**src/rtl/lsu_ifetch_mem_arbiter.sv**
```systemverilog
`default_nettype none
// ============================================================================
// lsu_ifetch_mem_arbiter : one-outstanding arbiter of fetch and LSU onto a
// single memory port, with LSU lane steering. Option: ARB_STARVE_GUARD_EN.
// Rev 1.0
// ============================================================================
module lsu_ifetch_mem_arbiter #(
  parameter int MAX_D_BURST = 4
) (
  input  logic        clk,
  input  logic        rst,
  input  logic        if_req,
  input  logic [31:0] if_addr,
  output logic        if_gnt,
  output logic        if_rvalid,
  output logic [31:0] if_rdata,
  input  logic        ls_req,
  input  logic        ls_we,
  input  logic        ls_sign_extend,
  input  logic [1:0]  ls_width,
  input  logic [31:0] ls_addr,
  input  logic [31:0] ls_wdata,
  output logic        ls_gnt,
  output logic        ls_rvalid,
  output logic [31:0] ls_rdata,
  output logic        ls_misaligned,
  output logic        mem_req,
  output logic        mem_we,
  output logic [31:0] mem_addr,
  output logic [3:0]  mem_be,
  output logic [31:0] mem_wdata,
  input  logic        mem_gnt,
  input  logic        mem_rvalid,
  input  logic [31:0] mem_rdata
);

  typedef enum logic [2:0] {
    S_IDLE   = 3'd0,
    S_REQ_I  = 3'd1,
    S_WAIT_I = 3'd2,
    S_REQ_D  = 3'd3,
    S_WAIT_D = 3'd4
  } state_t;

  state_t      r_state, w_state_nxt;
  logic        r_mem_req, r_mem_we;
  logic [31:0] r_mem_addr, r_mem_wdata;
  logic [3:0]  r_mem_be;
  logic [1:0]  r_ld_off, r_ld_width;
  logic        r_ld_sign;

  logic        w_misaligned, w_fault, w_d_ok, w_sel_d, w_sel_i, w_i_forced;
  logic [3:0]  w_be;
  logic [31:0] w_wdata, w_shift, w_ld_data;

  assign w_misaligned = ((ls_width == 2'b01) && ls_addr[0]) ||
                        (ls_width[1] && (ls_addr[1:0] != 2'b00));
  assign w_fault = (r_state == S_IDLE) && ls_req && w_misaligned;
  assign w_d_ok  = ls_req && !w_misaligned;

  // A misaligned D request is answered locally, so it also holds off fetch for that cycle
  assign w_sel_d = (r_state == S_IDLE) && w_d_ok && !w_i_forced;
  assign w_sel_i = (r_state == S_IDLE) && if_req && !w_fault && (w_i_forced || !w_d_ok);

`ifdef ARB_STARVE_GUARD_EN
  localparam logic [3:0] c_max_burst = 4'(MAX_D_BURST);
  logic [3:0] r_burst;

  assign w_i_forced = if_req && (r_burst == c_max_burst);

  always_ff @(posedge clk) begin
    if (rst) begin
      r_burst <= 4'd0;
    end else if (r_state == S_IDLE) begin
      if (!if_req || w_sel_i) begin
        r_burst <= 4'd0;
      end else if (w_sel_d) begin
        r_burst <= r_burst + 4'd1;
      end
    end
  end
`else
  assign w_i_forced = 1'b0;
`endif

  always_ff @(posedge clk) begin
    if (rst) begin
      r_state <= S_IDLE;
    end else begin
      r_state <= w_state_nxt;
    end
  end

  always_comb begin
    w_state_nxt = r_state;
    case (r_state)
      S_IDLE: begin
        if (w_sel_d) begin
          w_state_nxt = S_REQ_D;
        end else if (w_sel_i) begin
          w_state_nxt = S_REQ_I;
        end
      end
      S_REQ_I:  if (mem_gnt)    w_state_nxt = S_WAIT_I;
      S_WAIT_I: if (mem_rvalid) w_state_nxt = S_IDLE;
      S_REQ_D:  if (mem_gnt)    w_state_nxt = S_WAIT_D;
      S_WAIT_D: if (mem_rvalid) w_state_nxt = S_IDLE;
      default:                  w_state_nxt = S_IDLE;
    endcase
  end

  always_comb begin
    w_be    = 4'b1111;
    w_wdata = ls_wdata;
    case (ls_width)
      2'b00: begin
        w_be    = 4'b0001 << ls_addr[1:0];
        w_wdata = {4{ls_wdata[7:0]}};
      end
      2'b01: begin
        w_be    = 4'b0011 << {ls_addr[1], 1'b0};
        w_wdata = {2{ls_wdata[15:0]}};
      end
      default: ;
    endcase
  end

  always_ff @(posedge clk) begin
    if (rst) begin
      r_mem_req   <= 1'b0;
      r_mem_we    <= 1'b0;
      r_mem_addr  <= 32'd0;
      r_mem_be    <= 4'd0;
      r_mem_wdata <= 32'd0;
      r_ld_off    <= 2'd0;
      r_ld_width  <= 2'd0;
      r_ld_sign   <= 1'b0;
    end else if (w_sel_d) begin
      r_mem_req   <= 1'b1;
      r_mem_we    <= ls_we;
      r_mem_addr  <= {ls_addr[31:2], 2'b00};
      r_mem_be    <= w_be;
      r_mem_wdata <= w_wdata;
      r_ld_off    <= ls_addr[1:0];
      r_ld_width  <= ls_width;
      r_ld_sign   <= ls_sign_extend;
    end else if (w_sel_i) begin
      r_mem_req   <= 1'b1;
      r_mem_we    <= 1'b0;
      r_mem_addr  <= if_addr & 32'hFFFF_FFFC;
      r_mem_be    <= 4'b1111;
      r_mem_wdata <= 32'd0;
    end else if (((r_state == S_REQ_I) || (r_state == S_REQ_D)) && mem_gnt) begin
      r_mem_req   <= 1'b0;
    end
  end

  // Load formatting uses the address latched at issue, not the live LSU inputs
  assign w_shift = mem_rdata >> {r_ld_off, 3'b000};

  always_comb begin
    w_ld_data = w_shift;
    case (r_ld_width)
      2'b00:   w_ld_data = {{24{r_ld_sign & w_shift[7]}},  w_shift[7:0]};
      2'b01:   w_ld_data = {{16{r_ld_sign & w_shift[15]}}, w_shift[15:0]};
      default: ;
    endcase
  end

  assign if_gnt        = (r_state == S_REQ_I) && mem_gnt;
  assign if_rvalid     = (r_state == S_WAIT_I) && mem_rvalid;
  assign if_rdata      = (r_state == S_WAIT_I) ? mem_rdata : 32'd0;

  assign ls_gnt        = ((r_state == S_REQ_D) && mem_gnt) || w_fault;
  assign ls_rvalid     = ((r_state == S_WAIT_D) && mem_rvalid) || w_fault;
  assign ls_misaligned = w_fault;
  assign ls_rdata      = ((r_state == S_WAIT_D) && !r_mem_we) ? w_ld_data : 32'd0;

  assign mem_req       = r_mem_req;
  assign mem_we        = r_mem_we;
  assign mem_addr      = r_mem_addr;
  assign mem_be        = r_mem_be;
  assign mem_wdata     = r_mem_wdata;

endmodule
`default_nettype wire

```
**config.mk**
```make
export PLATFORM = sky130hd
export DESIGN_NAME = lsu_ifetch_mem_arbiter
export DESIGN_NICKNAME = d
export VERILOG_FILES = /design/src/rtl/lsu_ifetch_mem_arbiter.sv
export SDC_FILE = /design/constraint.sdc
export NUM_CORES = 1
export LEC_CHECK = 0
export CAP_MARGIN = 20
export CORE_UTILIZATION = 37
export DETAILED_ROUTE_END_ITERATION = 6
export HOLD_SLACK_MARGIN = 0.15
export PLACE_DENSITY = 0.86
export SYNTH_ARGS = -nofsm -noshare
export SYNTH_HDL_FRONTEND = slang
export SYNTH_SLANG_ARGS = --single-unit
```
**constraint.sdc**
```tcl
create_clock -name clk -period 3.1 [get_ports clk]
set_input_delay 0.62 -clock clk [delete_from_list [all_inputs] [get_ports clk]]
set_output_delay 0.62 -clock clk [all_outputs]
set_load 0.1 [all_outputs]
```
==> run summary <==
Postcts setup bufs - 0
Ports - 277
Setup violators final - 0
Synthesis-stage register bit count - 76
Hold WS - 0.472 ns
Worst min-delay path category - flip-flop to flip-flop
Root buf cell - clkbuf_16
Register area share after synthesis - 35.4%
DPL Wire Length - 12,900 µm
Worst slack, placed - 0.0448 ns
Worst slew margin - 31.4%
Maximum vdd drop - 352 µV
Distinct cells, synth - 48
Worst setup SP type - flip-flop
Fmax - 338 MHz
Average size of a mapped cell - 8.23 µm²
Worst Slack Setup Final - 0.144 ns
CP Capture Type - primary output
Vias in the first global route - 4,948
Antenna Nets Post-Route - 0
CTS sink count - 76
Crit path kind - flip-flop to primary output
End-of-flow core utilization - 72.7%
Grt total ovfl - 0
First-pass DRT Iterations - 7
Max-slew violations - 0
Initial antenna violation count - 2
CTS tree - built
Clock skew - 0.00909 ns
Synth Flop Type - dfxtp_1
Nets - 919
Crit-path max FO - 17
MaxCap Viol Count - 0
Initial Util - 37.8%
Die Y - 110 µm
Core Region - 11,400 µm²
Req. time, crit path - 2.48 ns
Syn Inst Count - 523
LEAKAGE - 3.44 nW
Die X - 110 µm
1st-iter DRT viols - 306
Die ar. - 12,100 µm²
Num rows - 39
RSZ-0062 raised after global routing - no
Fin. Hold Viols - 0
Sw Ratio - 42.8%
FFs w/ async S/R, synth - 0%
Gpl congestion - 0.854
Psw - 0.00177 W
Ratio of cells with drive above 1 in the final layout - 27.6%
Reg clk slew, reported paths - 0.05 ns
CP arrival - 2.34 ns
Hold Buf Count CTS - 0
Detailed-route via count - 5,092
DRC - 0
H-Tree Depth - 3
Deepest clock path buffer count - 2
First-pass GRT wire length - 24,600 µm
Minimum clock period - 2.96 ns
Status - finished clean
Routed wire length - 16,800 µm
CTS buffer count - 9
Wire per inst - 18.0 µm
Clk_lat worst skew - 0.33 ns
Fin crit share - 95.3%
Ys Warns - 0
Pint - 0.00238 W
Worst-Margin Slew - 1.03 ns
Vias per cell - 5.47
Comb pwr share - 45.9%
Post-synth EDFFs - 0
Pin count of the biggest net entering global routing - 36
Port buffer count - 272
Cell Pwr Density - 502 nW/µm²
Clock share of power - 26.9%
Tot GR Track Use - 26.6%
Register share of total power - 27.3%
Mapped Area - 4300 µm²
Layout area overhead - 92.2%
Pwr Total - 0.00415 W
==> routing by layer <==
layer	up-vias	GRT usage, %	wire [µm]	share of wire, %
li1	2417	-	-	-
met1	2367	27.5	6110	36
met2	264	47.3	8470	50
met3	44	8.36	1570	9.4
met4	0	15.1	642	3.8
met5	-	0	0	0
==> final cells by class <==
| type | count | area (µm²) |
|---|---|---|
| repair buffers | 297 | 3490 |
| multi-input cells | 394 | 2740 |
| flip-flops and latches | 76 | 1530 |
| fillers | 803 | 3100 |
| well taps | 143 | 179 |
| diodes | 2 | 5.00 |
| inverters | 3 | 11.3 |
| clock buffers | 14 | 285 |
| clock inverters | 2 | 38.8 |
==> state kept, by name, summed over array words and instances (netlist names) <==
| name | flops |
|---|---|
| mem_wdata | 32 |
| mem_addr | 30 |
| mem_be | 4 |
| r_state | 3 |
| r_ld_off | 2 |
| r_ld_width | 2 |
| mem_req | 1 |
| mem_we | 1 |
| r_ld_sign | 1 |
==> what timing repair did <==
| item | in CTS | in global routing |
|---|---|---|
| gates cloned | 0 | 0 |
| setup endpoints to repair | 10 | 1 |
| gates resized for setup | 2 | 1 |
| hold endpoints to repair | 0 | 0 |
==> worst paths after layout <==
check,slack (ns),end,start,cells past startpoint
setup / recovery,0.14,ls_rdata[24],mem_we,6
hold / removal,0.47,mem_wdata[14],mem_wdata[14],1
setup reg to reg,0.94,mem_wdata[18],r_state[2],5
hold reg to reg,0.47,mem_wdata[14],mem_wdata[14],1
==> cells in the mapped netlist (2+ instances only) <==
| cell | n | area share, % |
|---|---|---|
| a22o_1 | 17 | 3.5 |
| o2bb2ai_1 | 16 | 3.3 |
| nor3b_1 | 3 | 0.52 |
| clkbuf_1 | 31 | 2.7 |
| and2_1 | 42 | 6.1 |
| buf_6 | 3 | 0.79 |
| buf_4 | 2 | 0.35 |
| nand3b_1 | 3 | 0.52 |
| o31ai_1 | 30 | 5.2 |
| a21o_1 | 9 | 1.6 |
| a211oi_1 | 14 | 2.4 |
| nor3_1 | 2 | 0.23 |
| mux2i_1 | 40 | 9.3 |
| nor2b_1 | 10 | 1.5 |
| a21oi_1 | 18 | 2.1 |
| nor2_1 | 14 | 1.2 |
| a31oi_1 | 30 | 4.4 |
| o21ai_0 | 30 | 3.5 |
| dfxtp_1 | 76 | 35 |
| inv_1 | 2 | 0.17 |
| buf_1 | 4 | 0.35 |
| o211ai_1 | 4 | 0.70 |
| buf_2 | 11 | 1.3 |
| nand2_1 | 86 | 7.5 |
| o211a_1 | 3 | 0.70 |
==> layout by cell type, fill, tap and decap left out, types with 3 or more instances in the layout <==
| cell type | instances |
|---|---|
| and2_1 | 42 |
| o21ai_4 | 8 |
| a211oi_2 | 6 |
| nor2b_1 | 10 |
| o31ai_1 | 30 |
| o211ai_1 | 4 |
| buf_12 | 72 |
| mux2i_1 | 40 |
| a21oi_2 | 9 |
| clkdlybuf4s50_1 | 135 |
| dfxtp_1 | 74 |
| o211a_1 | 3 |
| nand2_1 | 86 |
| clkbuf_16 | 10 |
| nor2_1 | 12 |
| a22o_1 | 17 |
| a21oi_1 | 9 |
| nand3b_1 | 3 |
| o2bb2ai_1 | 16 |
| a21o_1 | 9 |
| a31oi_1 | 30 |
| o21ai_0 | 21 |
| buf_4 | 89 |
| a211oi_1 | 7 |
==> power groups by stage <==
stage / combinational, W / clock [W] / sequential [W]
2_1_floorplan: 0.000667 / 0 / 0.00175
3_3_place_gp: 0.00187 / 0 / 0.00114
3_5_place_dp: 0.00189 / 0 / 0.00115
4_1_cts: 0.00190 / 0.00114 / 0.00113
5_1_grt: 0.00197 / 0.00117 / 0.00114
6_report: 0.00190 / 0.00111 / 0.00113
==> kinds of logic (layout without fill, tap and decap cells) <==
group / Yosys count / count (layout) / synth area share [%]
simple gates: 174 / 174 / 20.8
flops: 76 / 76 / 35.4
other cells: 1 / 4 / 0.0872
mux: 41 / 41 / 9.57
compound gates: 177 / 177 / 28.5
buf+inv: 54 / 316 / 5.73
==> per-stage QoR <==
stage | std cells | instance area [µm²] | TNS (ns)
final | 931 | 8270 | 0
after detailed placement | 912 | 7910 | 0
after global routing | 931 | 8270 | 0
after global placement | 912 | 7910 | 0
after CTS | 928 | 8240 | 0
after floorplan | 524 | 4490 | -0.434
==> worst max-delay path, cell delays in order, from the launching register on <==
cell,delay [ns]
dfxtp_4,0.35
or4b_4,0.52
buf_4,0.25
nor3b_2,0.22
and4_4,0.33
a21o_1,0.15
buf_12,0.18
Power figures use the tool's default switching activity.
